`src/rtl/voice_sched_pkg.sv`:
```
`default_nettype none
// ============================================================================
// Module   : voice_sched_pkg
// Purpose  : Shared types, widths and RAM word helpers for the voice phase
//            sequencer.
// Revision : 1.0 - initial release
// ============================================================================
package voice_sched_pkg;

    localparam int c_NUM_VOICES = 16;
    localparam int c_VOICE_W    = 4;
    localparam int c_PHASE_W    = 24;
    localparam int c_INC_W      = 24;
    localparam int DATA_W       = c_INC_W + c_PHASE_W;

    typedef enum logic [1:0] {
        ST_INIT  = 2'd0,
        ST_IDLE  = 2'd1,
        ST_SWEEP = 2'd2,
        ST_DRAIN = 2'd3
    } state_e;

    // RAM word layout: increment in the upper half, phase in the lower half.
    function automatic logic [DATA_W-1:0] pack_word(input logic [c_INC_W-1:0]   inc,
                                                    input logic [c_PHASE_W-1:0] phase);
        return {inc, phase};
    endfunction

    function automatic logic [c_INC_W-1:0] unpack_inc(input logic [DATA_W-1:0] word);
        return word[DATA_W-1 -: c_INC_W];
    endfunction

    function automatic logic [c_PHASE_W-1:0] unpack_phase(input logic [DATA_W-1:0] word);
        return word[c_PHASE_W-1:0];
    endfunction

endpackage
`default_nettype wire

```
`src/rtl/voice_phase_sched.sv`:
```
`default_nettype none
// ============================================================================
// Module   : voice_phase_sched
// Purpose  : Sweeps the per-voice phase RAM on each sample tick (read A,
//            add increment, write back B) and arbitrates host note writes.
// Revision : 1.0 - initial release
// ============================================================================
module voice_phase_sched
    import voice_sched_pkg::*;
#(
    parameter int NUM_VOICES = c_NUM_VOICES,
    parameter int VOICE_W    = c_VOICE_W,
    parameter int PHASE_W    = c_PHASE_W,
    parameter int INC_W      = c_INC_W
) (
    input  logic                     clk,
    input  logic                     rst,
    input  logic                     sample_tick,
    input  logic                     host_req,
    input  logic [VOICE_W-1:0]       host_voice,
    input  logic [INC_W-1:0]         host_inc,
    output logic                     host_ack,
    output logic [VOICE_W-1:0]       addra,
    output logic                     write_ena,
    output logic [INC_W+PHASE_W-1:0] dina,
    input  logic [INC_W+PHASE_W-1:0] douta,
    output logic [VOICE_W-1:0]       addrb,
    output logic                     write_enb,
    output logic [INC_W+PHASE_W-1:0] dinb,
    output logic [PHASE_W-1:0]       phase_out,
    output logic [VOICE_W-1:0]       phase_voice,
    output logic                     phase_valid,
    output logic                     busy,
    output logic                     overrun
);

    localparam logic [VOICE_W-1:0] c_LAST = VOICE_W'(NUM_VOICES - 1);
    localparam logic [VOICE_W-1:0] c_ONE  = VOICE_W'(1);

    state_e               r_state;
    logic [VOICE_W-1:0]   r_ptr;
    logic [VOICE_W-1:0]   r_rd_ptr;
    logic [VOICE_W-1:0]   r_wb_voice;
    logic                 r_wb_vld;
    logic [PHASE_W-1:0]   r_phase_out;
    logic [VOICE_W-1:0]   r_phase_voice;
    logic                 r_phase_valid;
    logic                 r_overrun;

    logic                 w_host_grant;
    logic [PHASE_W-1:0]   w_next_phase;

    // Host writes only in IDLE, so port B never targets the address port A reads.
    assign w_host_grant = !rst && (r_state == ST_IDLE) && host_req && !sample_tick;
    assign w_next_phase = unpack_phase(douta) + unpack_inc(douta);

    assign host_ack    = w_host_grant;
    assign addra       = r_rd_ptr;
    assign write_ena   = 1'b0;
    assign dina        = '0;
    assign busy        = (r_state != ST_IDLE);
    assign phase_out   = r_phase_out;
    assign phase_voice = r_phase_voice;
    assign phase_valid = r_phase_valid;
    assign overrun     = r_overrun;

    always_comb begin
        write_enb = 1'b0;
        addrb     = r_wb_voice;
        dinb      = '0;
        if (!rst) begin
            if (r_state == ST_INIT) begin
                write_enb = 1'b1;
                addrb     = r_ptr;
            end else if (r_wb_vld) begin
                write_enb = 1'b1;
                addrb     = r_wb_voice;
                dinb      = pack_word(unpack_inc(douta), w_next_phase);
            end else if (w_host_grant) begin
                write_enb = 1'b1;
                addrb     = host_voice;
                dinb      = pack_word(host_inc, '0);
            end
        end
    end

    always_ff @(posedge clk) begin
        if (rst) begin
            r_state       <= ST_INIT;
            r_ptr         <= '0;
            r_rd_ptr      <= '0;
            r_wb_voice    <= '0;
            r_wb_vld      <= 1'b0;
            r_phase_out   <= '0;
            r_phase_voice <= '0;
            r_phase_valid <= 1'b0;
            r_overrun     <= 1'b0;
        end else begin
            // Writeback trails the read by the RAM's one-cycle latency.
            r_wb_vld      <= (r_state == ST_SWEEP);
            r_wb_voice    <= r_rd_ptr;
            r_phase_valid <= r_wb_vld;
            if (r_wb_vld) begin
                r_phase_out   <= unpack_phase(douta);
                r_phase_voice <= r_wb_voice;
            end
            if (sample_tick && (r_state != ST_IDLE)) begin
                r_overrun <= 1'b1;
            end
            case (r_state)
                ST_INIT: begin
                    r_ptr <= r_ptr + c_ONE;
                    if (r_ptr == c_LAST) begin
                        r_state <= ST_IDLE;
                    end
                end
                ST_IDLE: begin
                    if (sample_tick) begin
                        r_state  <= ST_SWEEP;
                        r_rd_ptr <= '0;
                    end
                end
                ST_SWEEP: begin
                    if (r_rd_ptr == c_LAST) begin
                        r_state <= ST_DRAIN;
                    end else begin
                        r_rd_ptr <= r_rd_ptr + c_ONE;
                    end
                end
                ST_DRAIN: begin
                    r_state <= ST_IDLE;
                end
                default: begin
                    r_state <= ST_INIT;
                end
            endcase
        end
    end

endmodule
`default_nettype wire

```
`config.mk`:
```
export PLATFORM = sky130hd
export DESIGN_NAME = voice_phase_sched
export DESIGN_NICKNAME = d
export VERILOG_FILES = /design/src/rtl/voice_sched_pkg.sv /design/src/rtl/voice_phase_sched.sv
export SDC_FILE = /design/constraint.sdc
export NUM_CORES = 1
export LEC_CHECK = 0
export CORE_MARGIN = 2
export CORE_UTILIZATION = 40
export DETAILED_ROUTE_END_ITERATION = 8
export GPL_ROUTABILITY_DRIVEN = 0
export PLACE_DENSITY = 0.87
export SLEW_MARGIN = 15
export SYNTH_ARGS = -nofsm -noshare
export SYNTH_HDL_FRONTEND = slang
export SYNTH_SLANG_ARGS = --single-unit
```
`constraint.sdc`:
```
create_clock -name clk -period 3.6 [get_ports clk]
set_input_delay 0.72 -clock clk [delete_from_list [all_inputs] [get_ports clk]]
set_output_delay 0.72 -clock clk [all_outputs]
set_load 0.01 [all_outputs]
```
Word-level counts from Yosys, hierarchy flattened. Cells that the tools add are included.

Bits in registers: 45. Input bits: 80. Output and inout bits: 138. Word-level logic and storage cells: 51.

Add/sub/neg operators: 3. Equality and inequality tests: 10. Mux-type cells: 19. Reductions and logical operators: 10.

Operators by type and width (count): 2-to-1 mux 48 bit (4); adder 24 bit (1); 2-to-1 mux 4 bit (6); adder 4 x 1 -> 4 bit (second input constant) (2); == test 4 bit (second input constant) (2); one-hot mux 2 bit (4 select lines) (1); one-hot mux 4 bit (2 select lines) (1); 2-to-1 mux 2 bit (3); inequality test 2 x 1 -> 1 bit (second input constant) (3); AND reduction 3 bit (2); == test 2 bit (second input constant) (2); logical AND 1 bit (4); 2-to-1 mux 1 bit (4); inequality test 2 bit (second input constant) (2); == test 2 x 1 -> 1 bit (second input constant) (1); logical NOT 1 bit (2); logical NOT 2 bit (1); nonzero test 2 bit (1).

Logic depth before layout (Yosys ltp). Gate-level depths: netlist of run 1.

Word-level depth: 8. Depth in mapped cells: 9. Depth with buffers taken out: 9.

Worst setup path after synthesis of run 1. OpenSTA, ideal clock, no wires.

Path kind: input port to output port. Start: in douta[0]. End: out dinb[20]. Data arrival time: 2556 ps. Setup slack: 324 ps. Cell stages on the path: 8. Buffers on the path: 0. Cells stage by stage: ha_1 inv_1 fa_1 nor2b_1 o2111ai_1 a31oi_1 o211ai_1 o311ai_0.

Word-level cells in the longest chain between the ends: 4.

Ends and longest elaborated chain: start: declaration (line voice_phase_sched.sv:26) `input logic [INC_W+PHASE_W-1:0] douta,`; adder 24 bit (line voice_phase_sched.sv:55) `assign w_next_phase = unpack_phase(douta) + unpack_inc(douta);`; 2-to-1 mux 48 bit (line voice_phase_sched.sv:75) `end else if (r_wb_vld) begin`; 2-to-1 mux 48 bit (line voice_phase_sched.sv:72) `if (r_state == ST_INIT) begin`; 2-to-1 mux 48 bit (line voice_phase_sched.sv:71) `if (!rst) begin`; end: declaration (line voice_phase_sched.sv:29) `output logic [INC_W+PHASE_W-1:0] dinb,`.

Every way passes these cells.

Worst setup path in the final report of run 1.
Start: in douta[44]. End: out dinb[23].

The elaborated chain is that of the path after synthesis.

==> impl_results.md, run 1 <==
- Status: finished, violations left
- Failing checks: negative setup slack
- Register share of total power: 0.309
- Drt initial violations: 277
- Max cap viols: 0
- Die height: 104 um
- CTS Buf Count: 5
- Largest net degree at the start of global routing: 32
- Synth Instances: 498
- Synth top area share: 0.227
- Final WS setup: -11.9 ps
- P_leak: 3.09 nW
- Fillers: 693
- Clock Skew: 5.00 ps
- Pwr dens: 257 mW/mm2
- Die X: 104 um
- Core region area: 0.00968 mm2
- Dpl hpwl: 11400 um
- Top_reg_cell synth: dfxtp_1
- Critical path data arrival time: 2890 ps
- Routed Antenna Nets: 0
- Post-synth EDFFs: 0
- Final setup fails: 1
- Net count, final: 876
- DRC Markers: 0
- Wire per inst: 17.7 um
- Io pins: 218
- Worst-Margin Slew: 532 ps
- Fin crit period: 3610 ps
- RSZ-0062 raised after global routing: true
- Hold WS: 489 ps
- Crit-path max FO: 9
- Gr ovfl total: 0
- Slew Viols, Final: 0
- Final TNS setup: -11.9 ps
- FF+latch area: 902 um2
- CTS sink count: 45
- Crit start category: primary input
- Global-route wire length before repair: 24300 um
- CTS Root Cell: clkbuf_8
- CP endpoint kind: output port
- Fin. Hold Viols: 0
- Sequential area share after synthesis: 0.227
- Tcrit/Tclk final: 1.00
- Sw Pwr: 0.673 mW
- Worst skew pair latency: 310 ps
- Drt via density: 5.30
- Share of post-route cells with drive strength above 1: 0.276
- Clock-pin transition on the worst setup and hold timing paths: 90 ps
- Fin area: 0.00700 mm2
- Part of the power in the clock network: 0.179
- Antenna violations before repair: 0
- DR pass1 iterations: 5
- Required time of the critical path: 2880 ps
- Peak VDD IR: 0.353 mV
- WL final: 16000 um
- Area occupied by multi-input gates: 0.00312 mm2
- Sw Ratio: 0.374
- FMAX: 277 MHz
- Placed cell areas: 0.00632 mm2
- Area growth syn-to-layout: 76.5%
- Clk buf depth: 2
- Area leader, netlist: dfxtp_1
- Relative slew slack: 0.646
- Flop and latch count out of synthesis: 45
- Setup CP Type: in -> out
- H-tree levels: 2
- DR vias: 4778
- Vias in the first global route: 4669
- Inserted Diodes: 0
- Power, Total: 1.80 mW
- DIE AREA: 0.0107 mm2
- CTS tree: yes
- Post-synth ARST share: 0
- Row count: 36
- Hold_buf cts: 0
- Avg Inst Size Synth: 7.96 um2
- Yosys warns: 0
- Dpl ws: -833 ps
- Pint: 1.13 mW
- Synth cell types: 58
- Area contributors post-synth: dfxtp_1 (23%), buf_4 (9.3%), ha_1 (8.8%), mux2i_1 (8.8%), nor2_1 (6.2%)
- Hold Path Class: reg -> reg
- Logic pwr share: 0.513
- Synth Cell Area: 0.00397 mm2
- Initial Util: 0.410
- Port Buf Inserts: 168
- Total track usage: 0.277
flip-flops by register name, summed over array words and instances, names as in the netlist:
name / cells
r_ptr: 4
phase_out: 24
r_wb_voice: 4
r_wb_vld: 1
overrun: 1
phase_voice: 4
r_state: 2
addra: 4
phase_valid: 1
power groups by stage:
| stage | clock [mW] | combinational, mW | sequential (mW) |
|---|---|---|---|
| after floorplan | 0 | 0.444 | 0.564 |
| after global placement | 0 | 0.757 | 0.563 |
| after detailed placement | 0 | 0.786 | 0.566 |
| after CTS | 0.329 | 0.865 | 0.554 |
| after global routing | 0.352 | 0.987 | 0.561 |
| final | 0.321 | 0.923 | 0.555 |
cell type report:
cell class              instances  area share
multi-input cells             404       0.446
repair buffers                291       0.378
flip-flops and latches         45       0.129
well taps                     133      0.0238
inverters                      20      0.0107
clock buffers                   5     0.00983
clock inverters                 3     0.00304
cell usage in the layout, fill, tap and decap left out, types with 4 or more instances in the layout:
| master | netlist | layout |
|---|---|---|
| a21oi_2 | 2 | 4 |
| nand2b_1 | 7 | 7 |
| clkbuf_2 | 1 | 4 |
| a211oi_1 | 9 | 6 |
| inv_1 | 20 | 20 |
| a31oi_1 | 5 | 4 |
| o2111ai_1 | 6 | 4 |
| nand2_1 | 28 | 27 |
| nor3_1 | 9 | 7 |
| dlymetal6s2s_1 | 0 | 20 |
| conb_1 | 1 | 49 |
| a21oi_1 | 18 | 13 |
| o21a_1 | 6 | 6 |
| nor2_1 | 66 | 63 |
| a21oi_4 | 1 | 4 |
| dlygate4sd2_1 | 0 | 29 |
| ha_1 | 28 | 8 |
| nor2b_1 | 12 | 9 |
| a22o_1 | 23 | 23 |
| nand4_1 | 8 | 8 |
| o21ai_1 | 1 | 5 |
| dfxtp_1 | 45 | 44 |
| buf_2 | 10 | 7 |
| ha_4 | 0 | 18 |
| buf_4 | 49 | 119 |
| xor2_1 | 10 | 9 |
| clkdlybuf4s50_1 | 0 | 102 |
| a21o_1 | 7 | 7 |
| clkdlybuf4s15_2 | 0 | 5 |
| mux2i_1 | 35 | 35 |
| o21ai_0 | 18 | 13 |
| xnor2_1 | 4 | 4 |
| clkbuf_8 | 0 | 5 |
| nand3_1 | 15 | 13 |
stage by stage:
stage,cells,utilization
2_1_floorplan,546,-
3_3_place_gp,878,0.652
3_5_place_dp,878,0.652
4_1_cts,896,0.703
5_1_grt,901,0.723
6_report,901,0.723
per-layer routing:
layer  track usage  vias to the layer above  share of wire
met5             0                        -              0
met4         0.126                        0          0.047
met3        0.0459                       60          0.074
met2         0.488                      266           0.50
met1         0.329                     2232           0.38
li1              -                     2220              -
critical path, stage by stage:
cell and delay (ps):
dlygate4sd2_1 260, ha_1 300, buf_4 180, nand4_1 120
nor2_1 70, a221oi_2 310, o21ai_1 170, or3_1 440
a21oi_2 160, buf_2 150
synthesized netlist by cell type, drive strengths merged, types with 3 or more instances:
master / count
buf: 66
nor2: 66
dfxtp: 45
mux2i: 35
ha: 28
nand2: 28
a22o: 23
a21oi: 21
inv: 20
o21ai: 19
nand3: 15
nor2b: 12
clkbuf: 11
xor2: 10
a211oi: 9
nor3: 9
nand4: 8
a21o: 7
nand2b: 7
o2111ai: 7
o21a: 6
a31oi: 5
xnor2: 4
and2: 3
o21bai: 3
o22ai: 3
o31ai: 3
logic make-up after synthesis:
group	share of synthesized area
multiplexers	0.0883
adder cells (fa/ha/maj)	0.0934
other	0.000945
flip-flops	0.227
buffers and inverters	0.147
AO/OA/AOI/OAI	0.230
XOR/XNOR	0.0309
AND/OR/NAND/NOR	0.182
timing repair:
action | CTS | global route
gates cloned | 2 | 0
pin swaps | 30 | 30
setup buffers | 8 | 5
hold endpoints to repair | 0 | 0
gates resized for setup | 133 | 51
setup endpoints to repair | 46 | 43
final timing paths:
check	endpoint	slack [ps]	from	cells past startpoint
max	dinb[23]	-10	douta[44]	10
min	overrun	490	overrun	2
max reg2reg	addra[3]	1680	r_state[1]	8
min reg2reg	overrun	490	overrun	2
Power figures use the tool's default switching activity.
==> run 2, diff against run 1 <==
--- a/config.mk
+++ b/config.mk
@@ -6,10 +6,11 @@
 export NUM_CORES = 1
 export LEC_CHECK = 0
 export CORE_MARGIN = 2
-export CORE_UTILIZATION = 40
+export CORE_UTILIZATION = 36
 export DETAILED_ROUTE_END_ITERATION = 8
 export GPL_ROUTABILITY_DRIVEN = 0
-export PLACE_DENSITY = 0.87
+export PLACE_DENSITY = 0.78
+export SKIP_LAST_GASP = 1
 export SLEW_MARGIN = 15
 export SYNTH_ARGS = -nofsm -noshare
 export SYNTH_HDL_FRONTEND = slang
==> constraint.sdc (replaced) <==
create_clock -name clk -period 3.1 [get_ports clk]
set_input_delay 0.62 -clock clk [delete_from_list [all_inputs] [get_ports clk]]
set_output_delay 0.62 -clock clk [all_outputs]
set_load 0.01 [all_outputs]
==> run 2 against run 1 <==
Against the previous run: the flow still finishes with violations (negative setup slack); clock power is 15% higher; sequential share of layout area is 0.30 points lower; wire length increased by 4.6%; critical endpoint is now dinb[10].
==> impl_results.md, run 2 (synthesis gave the netlist of run 1 again) <==
- Placed insts: 883
- Clock-pin transition on the worst setup and hold timing paths: 90 ps
- CTS Buf Count: 5
- Setup CP Type: in -> out
- Drt initial violations: 252
- Required time of the critical path: 2480 ps
- Max reg flops: 24
- Relative slew slack: 0.642
- Met3 global-route usage: 0.0365
- GRT met2 Usage: 0.445
- Non-Filler Instances: 919
- Critical path data arrival time: 2580 ps
- GR peak layer: met2
- Power, Total: 2.14 mW
- CP endpoint kind: output port
- Crit path largest cell delay: 360 ps
- Worst skew pair latency: 300 ps
- WL final: 16700 um
- Gr ovfl total: 0
- Worst-Margin Slew: 537 ps
- Peak VDD IR: 0.303 mV
- Most frequent cells in the layout: buf_4 (118), clkdlybuf4s50_1 (77), nor2_1 (64)
- Vias in the first global route: 4631
- Fin. Hold Viols: 0
- FMAX: 313 MHz
- Wire per inst: 18.2 um
- Inserted Diodes: 0
- CTS Root Cell: clkbuf_8
- Critical-path cell list: buf_8 > ha_4 > inv_2 > fa_2 > nor2b_4 > o2111ai_2 > a31oi_1 > buf_4 > buf_6 > o211ai_1 > a211o_1 > nand2_1 > buf_2
- Row count: 38
- Fillers: 814
- Slew Viols, Final: 0
- Crit-path max FO: 3
- Clk buf depth: 2
- Max cap viols: 0
- Fin crit period: 3200 ps
- Area growth syn-to-layout: 80.7%
- P_leak: 3.45 nW
- Port Buf Inserts: 168
- Met1 usage: 0.302
- DR pass1 iterations: 5
- Commonest non-fill, non-tap cell in the layout: buf_4
- Io pins: 218
- Fin area: 0.00717 mm2
- Pwr dens: 299 mW/mm2
- DR vias: 4883
- RSZ-0062 raised after global routing: true
- CTS tree: yes
- DIE AREA: 0.0119 mm2
- CTS sink count: 45
- Largest net degree at the start of global routing: 32
- Placed cell areas: 0.00632 mm2
- Die height: 109 um
- Status: finished, violations left
- Routed Antenna Nets: 0
- Dpl hpwl: 11700 um
- H-tree levels: 2
- Core region area: 0.0108 mm2
- Crit start category: primary input
- Total track usage: 0.250
- Die X: 109 um
- DRC Markers: 0
- Antenna violations before repair: 0
- Final setup fails: 9
- Hold_buf cts: 0
- Share of post-route cells with drive strength above 1: 0.343
- Final WS setup: -98.3 ps
- Hold Path Class: reg -> reg
- Global-route wire length before repair: 23300 um
- Final TNS setup: -321 ps
- Drt via density: 5.31
- Net count, final: 887
- Failing checks: negative setup slack
- CP max-delay cell: fa_2
- Clock Skew: 7.76 ps
- Initial Util: 0.367
- Tcrit/Tclk final: 1.03
## run 2: cell count changes in the layout (fill, tap and decap cells not counted), moves of 6 or more
cell	before	now
clkbuf_2	4	12
dlymetal6s2s_1	20	26
clkdlybuf4s50_1	102	77
buf_2	7	23
buf_6	1	16
dlygate4sd2_1	29	17
## run 2: layout make-up
type	instances	area, um2	area share
clock buffers	5	68.8	0.00960
clock inverters	3	21.3	0.00297
inverters	20	75.1	0.0105
multi-input cells	404	3240	0.452
flip-flops and latches	45	902	0.126
well taps	140	175	0.0244
repair buffers	302	2680	0.374
## run 2: path summary, 6_finish.rpt
check,start,to,slack [ps],cells past startpoint
max,douta[24],dinb[10],-100,13
min,phase_voice[0],phase_voice[0],500,2
max reg2reg,r_state[1],addra[3],1140,8
min reg2reg,phase_voice[0],phase_voice[0],500,2
## run 2: repair_timing
| item | 4_1_cts | 5_1_grt |
|---|---|---|
| gates cloned | 1 | 1 |
| endpoints found under the setup margin | 54 | 47 |
| buffers inserted | 16 | 11 |
| gates resized for setup | 234 | 104 |
| pin swaps | 48 | 47 |
## run 2: routing by layer
| layer | share of wire | routed length, um | vias to the layer above |
|---|---|---|---|
| met2 | 0.50 | 8410 | 273 |
| met4 | 0.040 | 664 | 0 |
| met5 | 0 | 0 | - |
| li1 | - | - | 2238 |
| met1 | 0.39 | 6460 | 2322 |
| met3 | 0.071 | 1190 | 50 |
## run 2: through the flow
| stage | utilization | hold slack [ps] | setup WS, ps |
|---|---|---|---|
| 4_1_cts | 0.640 | 503 | -133 |
| 3_5_place_dp | 0.586 | 483 | -1130 |
| 3_3_place_gp | 0.586 | 474 | -1050 |
| 5_1_grt | 0.664 | 535 | -151 |
| 2_1_floorplan | - | 479 | 23.7 |
| 6_report | 0.664 | 497 | -98.3 |
## run 2: critical path: cells and delay by family
family / cells / cell delay (ps)
adders and majority gates: 2 / 490
and+or+nand+nor: 2 / 220
buffers and inverters: 5 / 520
AOI/OAI and AO/OA: 4 / 730
## run 2: report_power, final
part | switching [mW] | internal (mW)
sequential | 0.0327 | 0.613
clock | 0.209 | 0.160
combinational | 0.560 | 0.568
total | 0.802 | 1.34
==> run 3, diff against run 2 <==
--- a/config.mk
+++ b/config.mk
@@ -11,7 +11,7 @@
 export GPL_ROUTABILITY_DRIVEN = 0
 export PLACE_DENSITY = 0.78
 export SKIP_LAST_GASP = 1
-export SLEW_MARGIN = 15
+export SLEW_MARGIN = 20
 export SYNTH_ARGS = -nofsm -noshare
 export SYNTH_HDL_FRONTEND = slang
 export SYNTH_SLANG_ARGS = --single-unit
==> results of run 3 <==
No change in the layout: final DEF, timing and power equal those of run 2.
